===== config.mk =====
export PLATFORM = sky130hd
export DESIGN_NAME = nexys_starship_break_sched
export DESIGN_NICKNAME = d
export VERILOG_FILES = /design/src/rtl/nexys_starship_pkg.sv /design/src/rtl/nexys_starship_lfsr.sv /design/src/rtl/nexys_starship_break_sched.sv
export SDC_FILE = /design/constraint.sdc
export NUM_CORES = 1
export LEC_CHECK = 0
export BUFFER_PORTS_ARGS = -buffer_cell sky130_fd_sc_hd__buf_2
export CAP_MARGIN = 20
export CORE_MARGIN = 3
export CORE_UTILIZATION = 40
export CTS_CLUSTER_SIZE = 8
export DETAILED_ROUTE_END_ITERATION = 8
export HOLD_SLACK_MARGIN = 0.15
export MAX_ROUTING_LAYER = met4
export PLACE_DENSITY = 0.61
export SLEW_MARGIN = 20
export SYNTH_ARGS = -nofsm -noshare
export SYNTH_HDL_FRONTEND = slang
export SYNTH_SLANG_ARGS = --single-unit

===== constraint.sdc =====
create_clock -name Clk -period 2.51 [get_ports Clk]
set_input_delay 0.251 -clock Clk [delete_from_list [all_inputs] [get_ports Clk]]
set_output_delay 0.251 -clock Clk [all_outputs]
set_load 0.005 [all_outputs]

===== src/rtl/nexys_starship_pkg.sv =====
// Shared types and constants for the starship shield-break scheduler.
// State encodings, shield indices, default parameters and the one-hot helper.
package nexys_starship_pkg;

    typedef enum logic [3:0] {
        StIdle  = 4'b0001,
        StArmed = 4'b0010,
        StPick  = 4'b0100,
        StFire  = 4'b1000
    } state_e;

    localparam int unsigned ShieldUp    = 3;
    localparam int unsigned ShieldDown  = 2;
    localparam int unsigned ShieldLeft  = 1;
    localparam int unsigned ShieldRight = 0;

    localparam int unsigned DefBaseInterval  = 8;
    localparam int unsigned DefMinInterval   = 2;
    localparam int unsigned DefLevelBreaks   = 4;
    localparam int unsigned DefOverloadTicks = 6;

    localparam logic [15:0] LfsrSeed = 16'hACE1;
    localparam logic [2:0]  LevelMax = 3'd7;

    function automatic logic [3:0] onehot4(input logic [1:0] idx);
        return 4'b0001 << idx;
    endfunction

endpackage


===== src/rtl/nexys_starship_lfsr.sv =====
// 16-bit Fibonacci LFSR (taps 16,14,13,11), free-running in every state.
// Seeded non-zero, so the maximal-length sequence never reaches the all-zero lockup.
module nexys_starship_lfsr
    import nexys_starship_pkg::*;
(
    input  logic        Clk,
    input  logic        Reset,
    output logic [15:0] value_o
);

    logic [15:0] lfsr_q;
    logic        feedback;

    assign feedback = lfsr_q[15] ^ lfsr_q[13] ^ lfsr_q[12] ^ lfsr_q[10];

    always_ff @(posedge Clk or negedge Reset) begin
        if (!Reset) begin
            lfsr_q <= LfsrSeed;
        end else begin
            lfsr_q <= {lfsr_q[14:0], feedback};
        end
    end

    assign value_o = lfsr_q;

endmodule


===== src/rtl/nexys_starship_break_sched.sv =====
// Shield-break scheduler: counts game ticks, picks an intact shield, pulses break_req.
// Optional overload detector enabled by defining STARSHIP_OVERLOAD_EN. Reset release is
// expected to be synchronised to Clk upstream.
module nexys_starship_break_sched
    import nexys_starship_pkg::*;
#(
    parameter int unsigned BASE_INTERVAL  = DefBaseInterval,
    parameter int unsigned MIN_INTERVAL   = DefMinInterval,
    parameter int unsigned LEVEL_BREAKS   = DefLevelBreaks,
    parameter int unsigned OVERLOAD_TICKS = DefOverloadTicks
) (
    input  logic       Clk,
    input  logic       Reset,
    input  logic       timer_tick,
    input  logic       play_flag,
    input  logic       gameover_ctrl,
    input  logic [3:0] shield_broken,
    output logic [3:0] break_req,
    output logic [3:0] break_combo,
    output logic [2:0] level,
    output logic       q_Idle,
    output logic       q_Armed,
    output logic       q_Pick,
    output logic       q_Fire,
    output logic       overload
);

    localparam int unsigned TickW = $clog2(BASE_INTERVAL + 1);
    localparam int unsigned IssW  = $clog2(LEVEL_BREAKS + 1);

    state_e           state_q;
    logic [TickW-1:0] tick_cnt_q;
    logic [IssW-1:0]  issue_cnt_q;
    logic [2:0]       level_q;
    logic [1:0]       target_q;
    logic [3:0]       break_req_q;
    logic [3:0]       break_combo_q;

    logic [15:0] lfsr;
    logic [31:0] interval;
    logic        tick_last;
    logic        issue_last;
    logic [1:0]  pick_idx;
    logic [1:0]  cand;
    logic        pick_found;

    nexys_starship_lfsr u_lfsr (
        .Clk    (Clk),
        .Reset  (Reset),
        .value_o(lfsr)
    );

    logic unused_lfsr_bits;
    assign unused_lfsr_bits = ^{lfsr[15:8], lfsr[3:2]};

    // Compare before subtracting so the interval never wraps below the floor.
    always_comb begin
        interval = MIN_INTERVAL;
        if (BASE_INTERVAL > 32'(level_q) + MIN_INTERVAL) begin
            interval = BASE_INTERVAL - 32'(level_q);
        end
    end

    assign tick_last  = (tick_cnt_q == TickW'(interval - 1));
    assign issue_last = (issue_cnt_q == IssW'(LEVEL_BREAKS - 1));

    // Descending scan so the first intact shield from lfsr[1:0] upward wins.
    always_comb begin
        pick_idx   = lfsr[1:0];
        pick_found = 1'b0;
        cand       = '0;
        for (int i = 3; i >= 0; i--) begin
            cand = lfsr[1:0] + 2'(i);
            if (!shield_broken[cand]) begin
                pick_idx   = cand;
                pick_found = 1'b1;
            end
        end
    end

    always_ff @(posedge Clk or negedge Reset) begin
        if (!Reset) begin
            state_q       <= StIdle;
            tick_cnt_q    <= '0;
            issue_cnt_q   <= '0;
            level_q       <= '0;
            target_q      <= '0;
            break_req_q   <= '0;
            break_combo_q <= '0;
        end else begin
            break_req_q <= '0;
            if (gameover_ctrl) begin
                state_q     <= StIdle;
                tick_cnt_q  <= '0;
                issue_cnt_q <= '0;
                level_q     <= '0;
            end else begin
                unique case (state_q)
                    StIdle: begin
                        if (play_flag) begin
                            state_q    <= StArmed;
                            tick_cnt_q <= '0;
                        end
                    end
                    StArmed: begin
                        if (timer_tick) begin
                            if (tick_last) begin
                                state_q    <= StPick;
                                tick_cnt_q <= '0;
                            end else begin
                                tick_cnt_q <= tick_cnt_q + 1'b1;
                            end
                        end
                    end
                    StPick: begin
                        if (pick_found) begin
                            target_q <= pick_idx;
                            state_q  <= StFire;
                        end else begin
                            state_q <= StArmed;
                        end
                    end
                    StFire: begin
                        break_req_q   <= onehot4(target_q);
                        break_combo_q <= lfsr[7:4];
                        state_q       <= StArmed;
                        if (issue_last) begin
                            issue_cnt_q <= '0;
                            if (level_q != LevelMax) begin
                                level_q <= level_q + 1'b1;
                            end
                        end else begin
                            issue_cnt_q <= issue_cnt_q + 1'b1;
                        end
                    end
                    default: state_q <= StIdle;
                endcase
            end
        end
    end

`ifdef STARSHIP_OVERLOAD_EN
    localparam int unsigned OvlW = $clog2(OVERLOAD_TICKS + 1);

    logic [OvlW-1:0] ovl_cnt_q;
    logic            overload_q;

    always_ff @(posedge Clk or negedge Reset) begin
        if (!Reset) begin
            ovl_cnt_q  <= '0;
            overload_q <= 1'b0;
        end else begin
            overload_q <= 1'b0;
            if (state_q == StIdle || shield_broken != 4'b1111) begin
                ovl_cnt_q <= '0;
            end else if (timer_tick && (state_q == StArmed || state_q == StPick)) begin
                if (ovl_cnt_q == OvlW'(OVERLOAD_TICKS - 1)) begin
                    ovl_cnt_q  <= '0;
                    overload_q <= 1'b1;
                end else begin
                    ovl_cnt_q <= ovl_cnt_q + 1'b1;
                end
            end
        end
    end

    assign overload = overload_q;
`else
    logic unused_ovl_cfg;
    assign unused_ovl_cfg = ^32'(OVERLOAD_TICKS);
    assign overload       = 1'b0;
`endif

    assign break_req   = break_req_q;
    assign break_combo = break_combo_q;
    assign level       = level_q;
    assign q_Idle      = state_q[0];
    assign q_Armed     = state_q[1];
    assign q_Pick      = state_q[2];
    assign q_Fire      = state_q[3];

endmodule


==> results_dict.tcl, run 1 <==
set metrics [dict create \
    unrepaired_setup_endpoints_after_global_routing "no" \
    drive_above_1_share_pct 25.8 \
    grt_usage_pct 14.7 \
    internal_power_mw 1.00 \
    grt_pass1_wl_um 5730 \
    ff_latch_area_mm2 0.00101 \
    critPathLaunchType "register" \
    finalHoldViolCount 0 \
    gp_routability_congestion 0.834 \
    final.setup.tns_ps 0 \
    clock_tree.buffer_depth 2 \
    die_height_um 72.7 \
    mappedNetlistArea_mm2 0.00178 \
    tritoncts_num_sinks 40 \
    combPwrFrac_pct 7.8 \
    drc_errors 0 \
    yosys.area_share.adder_pct 4.22 \
    worst_setup_path_end_kind "register" \
    globalRouteOverflowTotal 0 \
    final-setup-viol-count 0 \
    maxCapViolCount 0 \
    boundaryPins 25 \
    synth_top_cell_by_area "sky130_fd_sc_hd__dfrtp_1" \
    fillerInstances 387 \
    holdCritPathClass "in2reg" \
    irDropWorstVdd_mv 0.324 \
    synth_top_family_by_area "simple AND/OR/NAND/NOR gates" \
    mappedNetlistNets 174 \
    synth.lib_cells_used.distinct 41 \
    ys.warnings.count 0 \
    power.share.sequential_pct 51.7 \
    p_switching_mw 0.324 \
    synth_sequential_area_ratio_pct 56.9 \
    initial_core_util_pct 43.0 \
    worstPathMaxFanout 9 \
    critPathBufInv 1 \
    antenna-diode-count 0 \
    power_leakage_nw 1.02 \
    initialDrtViolationCount 79 \
    path_cells "inv_1 > ha_1 > a21oi_1 > ha_1 > xor2_1 > nand3_1 > o31ai_4 > o21bai_1 > a21o_1" \
    yosys.area_share.xor_xnor_pct 4.43 \
    ctsHtreeMaxLevel 2 \
    first_global_vias 1250 \
    final_nets 200 \
    die_area_mm2 0.00529 \
    clock.fmax_mhz 427 \
    powerDensity_mw_per_mm2 643 \
    cp_top_family "compound AO/OA/AOI/OAI gates" \
    synth_compound_gate_area_share_pct 12.1 \
    critPathMostFrequentCell "sky130_fd_sc_hd__ha_1" \
    grt_max_degree 41 \
    clock_latency_late_sink_ps 300 \
    synth.avg_cell_area_um2 11.2 \
    drt.antenna.violating_nets 0 \
    drt-pass1-iter-count 4 \
    synth_simple_gate_area_share_pct 16.0 \
    timing.hold.ws_ps 253 \
    ys_async_sr_fraction_pct 100 \
    tightestPinTransition_ps 864 \
    cts_made_buffers 5 \
    synth_edf_count 0 \
    netlist_top_cells_area "sky130_fd_sc_hd__dfrtp_1 44%, sky130_fd_sc_hd__dfstp_2 13%, sky130_fd_sc_hd__ha_1 4.2%, sky130_fd_sc_hd__a21oi_1 3.4%, sky130_fd_sc_hd__xnor2_1 3.0%" \
    synth.top_cell.area_share_pct 43.6 \
    dp_hpwl_um 2400 \
    post-route-min-period_ps 2340 \
    slowest_delay_ps 480 \
    synth_most_common_cell "sky130_fd_sc_hd__dfrtp_1" \
    synth.cells.most_frequent "31 x sky130_fd_sc_hd__dfrtp_1, 12 x sky130_fd_sc_hd__a21oi_1, 10 x sky130_fd_sc_hd__nor2_1" \
    floorplan.die.width_um 72.7 \
    coreArea_mm2 0.00414 \
    switching_share_pct 24.4 \
    vias 1269 \
    crit_required_ps 2700 \
    final-max-slew-violation-count 0 \
    via_per_inst 5.38 \
    max-slew-margin-rel_pct 42.4 \
    flip_flop_and_latch_count_after_synthesis 40 \
    initial_antenna_violation_count 0 \
    multiplexer_fraction_of_the_synthesized_cell_area_pct 3.65 \
    arrival_ps 2530 \
    final_util_pct 49.9 \
    finalPower_mw 1.33 \
    multi_input_area_um2 732 \
    core_rows 23 \
    io_buffer_count 23 \
    synth_top_flop_cell "sky130_fd_sc_hd__dfrtp_1" \
    wl_per_cell_um 14.7 \
    cts_tree "done" \
    cts.clk_slew.worst_paths_ps 80 \
    clock-root-buffer "sky130_fd_sc_hd__clkbuf_8" \
    area.growth.synth_to_final_pct 16.1 \
    setup.worst_path.class "reg2reg" \
    fin_crit_sh_pct 93.3 \
    power.share.clock_pct 40.5 \
    totalWireLength_um 3460 \
    skew_ps 5.45 \
    crit_path_top_delay_cell "sky130_fd_sc_hd__dfrtp_1" \
    postSynthCellCount 159 \
    outcome "finished clean" \
]
-- power by group through the flow --
| stage | logic, mW | clock network (mW) | registers, mW |
|---|---|---|---|
| finish | 0.104 | 0.538 | 0.687 |
| global route | 0.119 | 0.580 | 0.691 |
| CTS | 0.105 | 0.552 | 0.687 |
| detailed placement | 0.102 | 0 | 0.700 |
| global placement | 0.0981 | 0 | 0.697 |
| floorplan | 0.0668 | 0 | 0.688 |
-- worst reg2reg max path, cell delays in order (launching register included) --
cell and delay [ps]:
sky130_fd_sc_hd__dfrtp_1 480, sky130_fd_sc_hd__inv_1 70, sky130_fd_sc_hd__ha_1 340, sky130_fd_sc_hd__a21oi_1 160
sky130_fd_sc_hd__ha_1 270, sky130_fd_sc_hd__xor2_1 150, sky130_fd_sc_hd__nand3_1 140, sky130_fd_sc_hd__o31ai_4 330
sky130_fd_sc_hd__o21bai_1 110, sky130_fd_sc_hd__a21o_1 190
-- cell type report --
cell class | count | share of cell area, %
Clock buffer | 5 | 3.33
Clock inverter | 3 | 2.24
Inverter | 5 | 0.908
Multi-Input combinational cell | 109 | 35.4
Sequential cell | 40 | 49.0
Tap cell | 50 | 3.03
Timing Repair Buffer | 24 | 6.05
-- registers in the layout, summed over array words and instances (netlist names) --
| name | flops |
|---|---|
| target_q | 2 |
| level | 3 |
| break_combo | 4 |
| issue_cnt_q | 3 |
| break_req | 4 |
| u_lfsr.value_o | 16 |
| state_q | 4 |
| tick_cnt_q | 4 |
-- through the flow --
| stage | std cells | setup slack, ps | cell area, µm² |
|---|---|---|---|
| after floorplan | 159 | 320 | 1780 |
| after global placement | 227 | 209 | 1930 |
| after detailed placement | 227 | 11.4 | 1930 |
| after CTS | 236 | 70.7 | 2070 |
| after global routing | 236 | 14.5 | 2070 |
| final | 236 | 168 | 2070 |
-- final timing paths --
path / slack (ps) / end / start / cells past startpoint
worst max-delay path: 170 / tick_cnt_q[2] / level[1] / 9
min in group asynchronous: 590 / target_q[1] / Reset / 2
worst min-delay path: 250 / state_q[2] / timer_tick / 2
worst max register to register: 170 / tick_cnt_q[2] / level[1] / 9
worst min register to register: 360 / u_lfsr.value_o[10] / u_lfsr.value_o[9] / 0
max in group asynchronous: 1310 / level[0] / Reset / 2
-- kinds of logic after synthesis --
| group | after synthesis |
|---|---|
| AND/OR/NAND/NOR | 52 |
| flip-flops | 40 |
| AO/OA/AOI/OAI | 35 |
| buffers and inverters | 10 |
| XOR/XNOR | 9 |
| adder cells (fa/ha/maj) | 6 |
| multiplexers | 6 |
| other | 1 |
-- cells in the final DEF, fill, tap and decap left out, types with 2 or more instances in the layout --
master	netlist	routed
sky130_fd_sc_hd__dfrtp_1	31	30
sky130_fd_sc_hd__buf_2	3	23
sky130_fd_sc_hd__a21oi_1	12	12
sky130_fd_sc_hd__nor2_1	10	10
sky130_fd_sc_hd__o21ai_0	9	9
sky130_fd_sc_hd__dfstp_2	9	9
sky130_fd_sc_hd__nand2b_1	7	7
sky130_fd_sc_hd__nand2_1	7	7
sky130_fd_sc_hd__xnor2_1	6	6
sky130_fd_sc_hd__nor3_1	6	6
sky130_fd_sc_hd__ha_1	6	6
sky130_fd_sc_hd__inv_1	5	5
sky130_fd_sc_hd__nand3_1	5	5
sky130_fd_sc_hd__clkbuf_8	0	5
sky130_fd_sc_hd__mux2_2	4	4
sky130_fd_sc_hd__and3_1	3	3
sky130_fd_sc_hd__xor2_1	3	3
sky130_fd_sc_hd__o22ai_1	3	3
sky130_fd_sc_hd__a21o_1	3	3
sky130_fd_sc_hd__or3_1	2	2
sky130_fd_sc_hd__nor4_1	2	2
sky130_fd_sc_hd__mux2i_1	2	2
sky130_fd_sc_hd__nor2b_1	2	2
-- what timing repair did --
| action | in CTS | in global routing |
|---|---|---|
| buffers inserted | 0 | 0 |
| hold buffers | 1 | 0 |
| endpoints found under the hold margin | 31 | 0 |
| setup endpoints to repair | 1 | 3 |
| resized for setup | 1 | 1 |
| pin swaps | 0 | 1 |
-- per-layer routing --
layer	wire, µm	vias up	track usage (%)
li1	-	610	-
met1	1580	625	17.8
met2	1690	28	22.8
met3	155	6	5.65
met4	43	0	4.71
met5	0	-	-
No activity file was read; power rests on OpenSTA's default activity.
==> run 2: changes to the inputs <==
Settings changed: CELL_PAD_IN_SITES_DETAIL_PLACEMENT set to 1, CELL_PAD_IN_SITES_GLOBAL_PLACEMENT set to 2, CORE_UTILIZATION 40 to 36, PLACE_DENSITY 0.61 to 0.78.
==> results_dict.tcl, run 2 (synthesis gave the netlist of run 1 again) <==
set metrics [dict create \
    coreArea_mm2 0.00456 \
    slowest_delay_ps 360 \
    path_cells "inv_1 > ha_1 > a21oi_1 > ha_1 > xor2_1 > nand3_1 > o31ai_4 > o21bai_1 > a21o_1" \
    cts_made_buffers 5 \
    worstPathMaxFanout 7 \
    clock.fmax_mhz 443 \
    final-max-slew-violation-count 0 \
    largest_register_ffs 16 \
    critPathBufInv 1 \
    grt_usage_pct 14.3 \
    totalWireLength_um 3640 \
    dp_hpwl_um 2720 \
    post-route-min-period_ps 2260 \
    wl_per_cell_um 14.4 \
    tritoncts_num_sinks 40 \
    arrival_ps 2450 \
    skew_ps 5.94 \
    critPathMostFrequentCell "sky130_fd_sc_hd__ha_1" \
    cp_top_family "compound AO/OA/AOI/OAI gates" \
    die_height_um 76.3 \
    final-setup-viol-count 0 \
    gp_routability_congestion 0.803 \
    cts.clk_slew.worst_paths_ps 80 \
    fin_crit_sh_pct 90.0 \
    final_nets 202 \
    irDropWorstVdd_mv 0.360 \
    drt.antenna.violating_nets 0 \
    maxCapViolCount 0 \
    worst_setup_path_end_kind "register" \
    initialDrtViolationCount 127 \
    crit_required_ps 2700 \
    clock_tree.buffer_depth 2 \
    grt_pass1_wl_um 6420 \
    worstSetupStartpoint "level[0]" \
    layout.cells.most_common "sky130_fd_sc_hd__dfrtp_1" \
    timing.rr.start "level[0]" \
    cp.depth 9 \
    outcome "finished clean" \
    drc_errors 0 \
    timing.hold.ws_ps 250 \
    r2r_setup_slack_ps 250 \
    antenna-diode-count 0 \
    powerDensity_mw_per_mm2 581 \
    grt_max_degree 41 \
    first_global_vias 1333 \
    min_delay_path_depth 2 \
    finalHoldViolCount 0 \
    holdCritPathClass "in2reg" \
    final.setup.tns_ps 0 \
    setup.worst_path.class "reg2reg" \
    area.growth.synth_to_final_pct 16.2 \
    finalPower_mw 1.20 \
    boundaryPins 25 \
    tightestPinTransition_ps 824 \
    initial_core_util_pct 39.0 \
    critPathLaunchType "register" \
    io_buffer_count 23 \
    cts_tree "done" \
    clock-root-buffer "sky130_fd_sc_hd__clkbuf_8" \
    reg2reg_depth 9 \
    power_leakage_nw 1.02 \
    die_area_mm2 0.00583 \
    drive_above_1_share_pct 25.5 \
    placed_cells_incl_taps 244 \
    unrepaired_setup_endpoints_after_global_routing "no" \
    core_rows 24 \
    ctsHtreeMaxLevel 2 \
    max-slew-margin-rel_pct 45.1 \
    via_per_inst 5.09 \
    crit_path_top_delay_cell "sky130_fd_sc_hd__dfrtp_1" \
    clock_latency_late_sink_ps 290 \
    initial_antenna_violation_count 0 \
    post_cts_setup_buffer_count 0 \
    crit-reg2reg-capture "tick_cnt_q[2]" \
    final_util_pct 45.3 \
    final_cells 253 \
    floorplan.die.width_um 76.3 \
    setup.worst_path.end "tick_cnt_q[2]" \
    vias 1287 \
    drt-pass1-iter-count 4 \
    globalRouteOverflowTotal 0 \
    final_cell_mix "31 x sky130_fd_sc_hd__dfrtp_1, 23 x sky130_fd_sc_hd__buf_2, 12 x sky130_fd_sc_hd__a21oi_1" \
]
==> run 2: metal layers <==
metal  up-vias  share of wire [%]  track usage (%)
met5         -                  0                -
li1        613                  -                -
met1       642                 45             17.4
met2        25                 48             22.7
met3         7                4.3             3.55
met4         0                1.9             5.98
==> run 2: final cells by class <==
| type | instances | area, µm² |
|---|---|---|
| Multi-Input combinational cell | 109 | 732 |
| Clock buffer | 6 | 72.6 |
| Fill cell | 525 | 2490 |
| Timing Repair Buffer | 26 | 140 |
| Sequential cell | 40 | 1010 |
| Clock inverter | 2 | 12.5 |
| Tap cell | 65 | 81.3 |
| Inverter | 5 | 18.8 |
==> run 2: worst min-delay path by stage <==
stage,end,start
2_1_floorplan,break_combo[0],Reset
3_3_place_gp,u_lfsr.value_o[9],u_lfsr.value_o[8]
3_5_place_dp,u_lfsr.value_o[9],u_lfsr.value_o[8]
4_1_cts,state_q[2],timer_tick
5_1_grt,state_q[2],timer_tick
6_report,state_q[2],timer_tick
==> run 2: worst register-to-register path: stages (launching register included) <==
cell,delay (ps)
sky130_fd_sc_hd__dfrtp_1,360
sky130_fd_sc_hd__inv_1,70
sky130_fd_sc_hd__ha_1,360
sky130_fd_sc_hd__a21oi_1,190
sky130_fd_sc_hd__ha_1,270
sky130_fd_sc_hd__xor2_1,130
sky130_fd_sc_hd__nand3_1,130
sky130_fd_sc_hd__o31ai_4,360
sky130_fd_sc_hd__o21bai_1,110
sky130_fd_sc_hd__a21o_1,180
==> run 2: repair_timing <==
action / in CTS / in global routing
hold endpoints to repair: 31 / 0
hold buffers: 1 / 0
setup endpoints to repair: 0 / 1
resized for setup: 0 / 1
==> run 2: power breakdown <==
part | switching (mW) | internal, mW
registers | 0.0256 | 0.661
logic | 0.0604 | 0.0441
clock network | 0.217 | 0.194
total | 0.303 | 0.900
==> run 2: per-stage QoR <==
| stage | worst slack, ps | area [µm²] |
|---|---|---|
| finish | 250 | 2070 |
| global route | 76.5 | 2070 |
| CTS | 144 | 2060 |
| detailed placement | 141 | 1970 |
| global placement | 339 | 1970 |
| floorplan | 320 | 1780 |
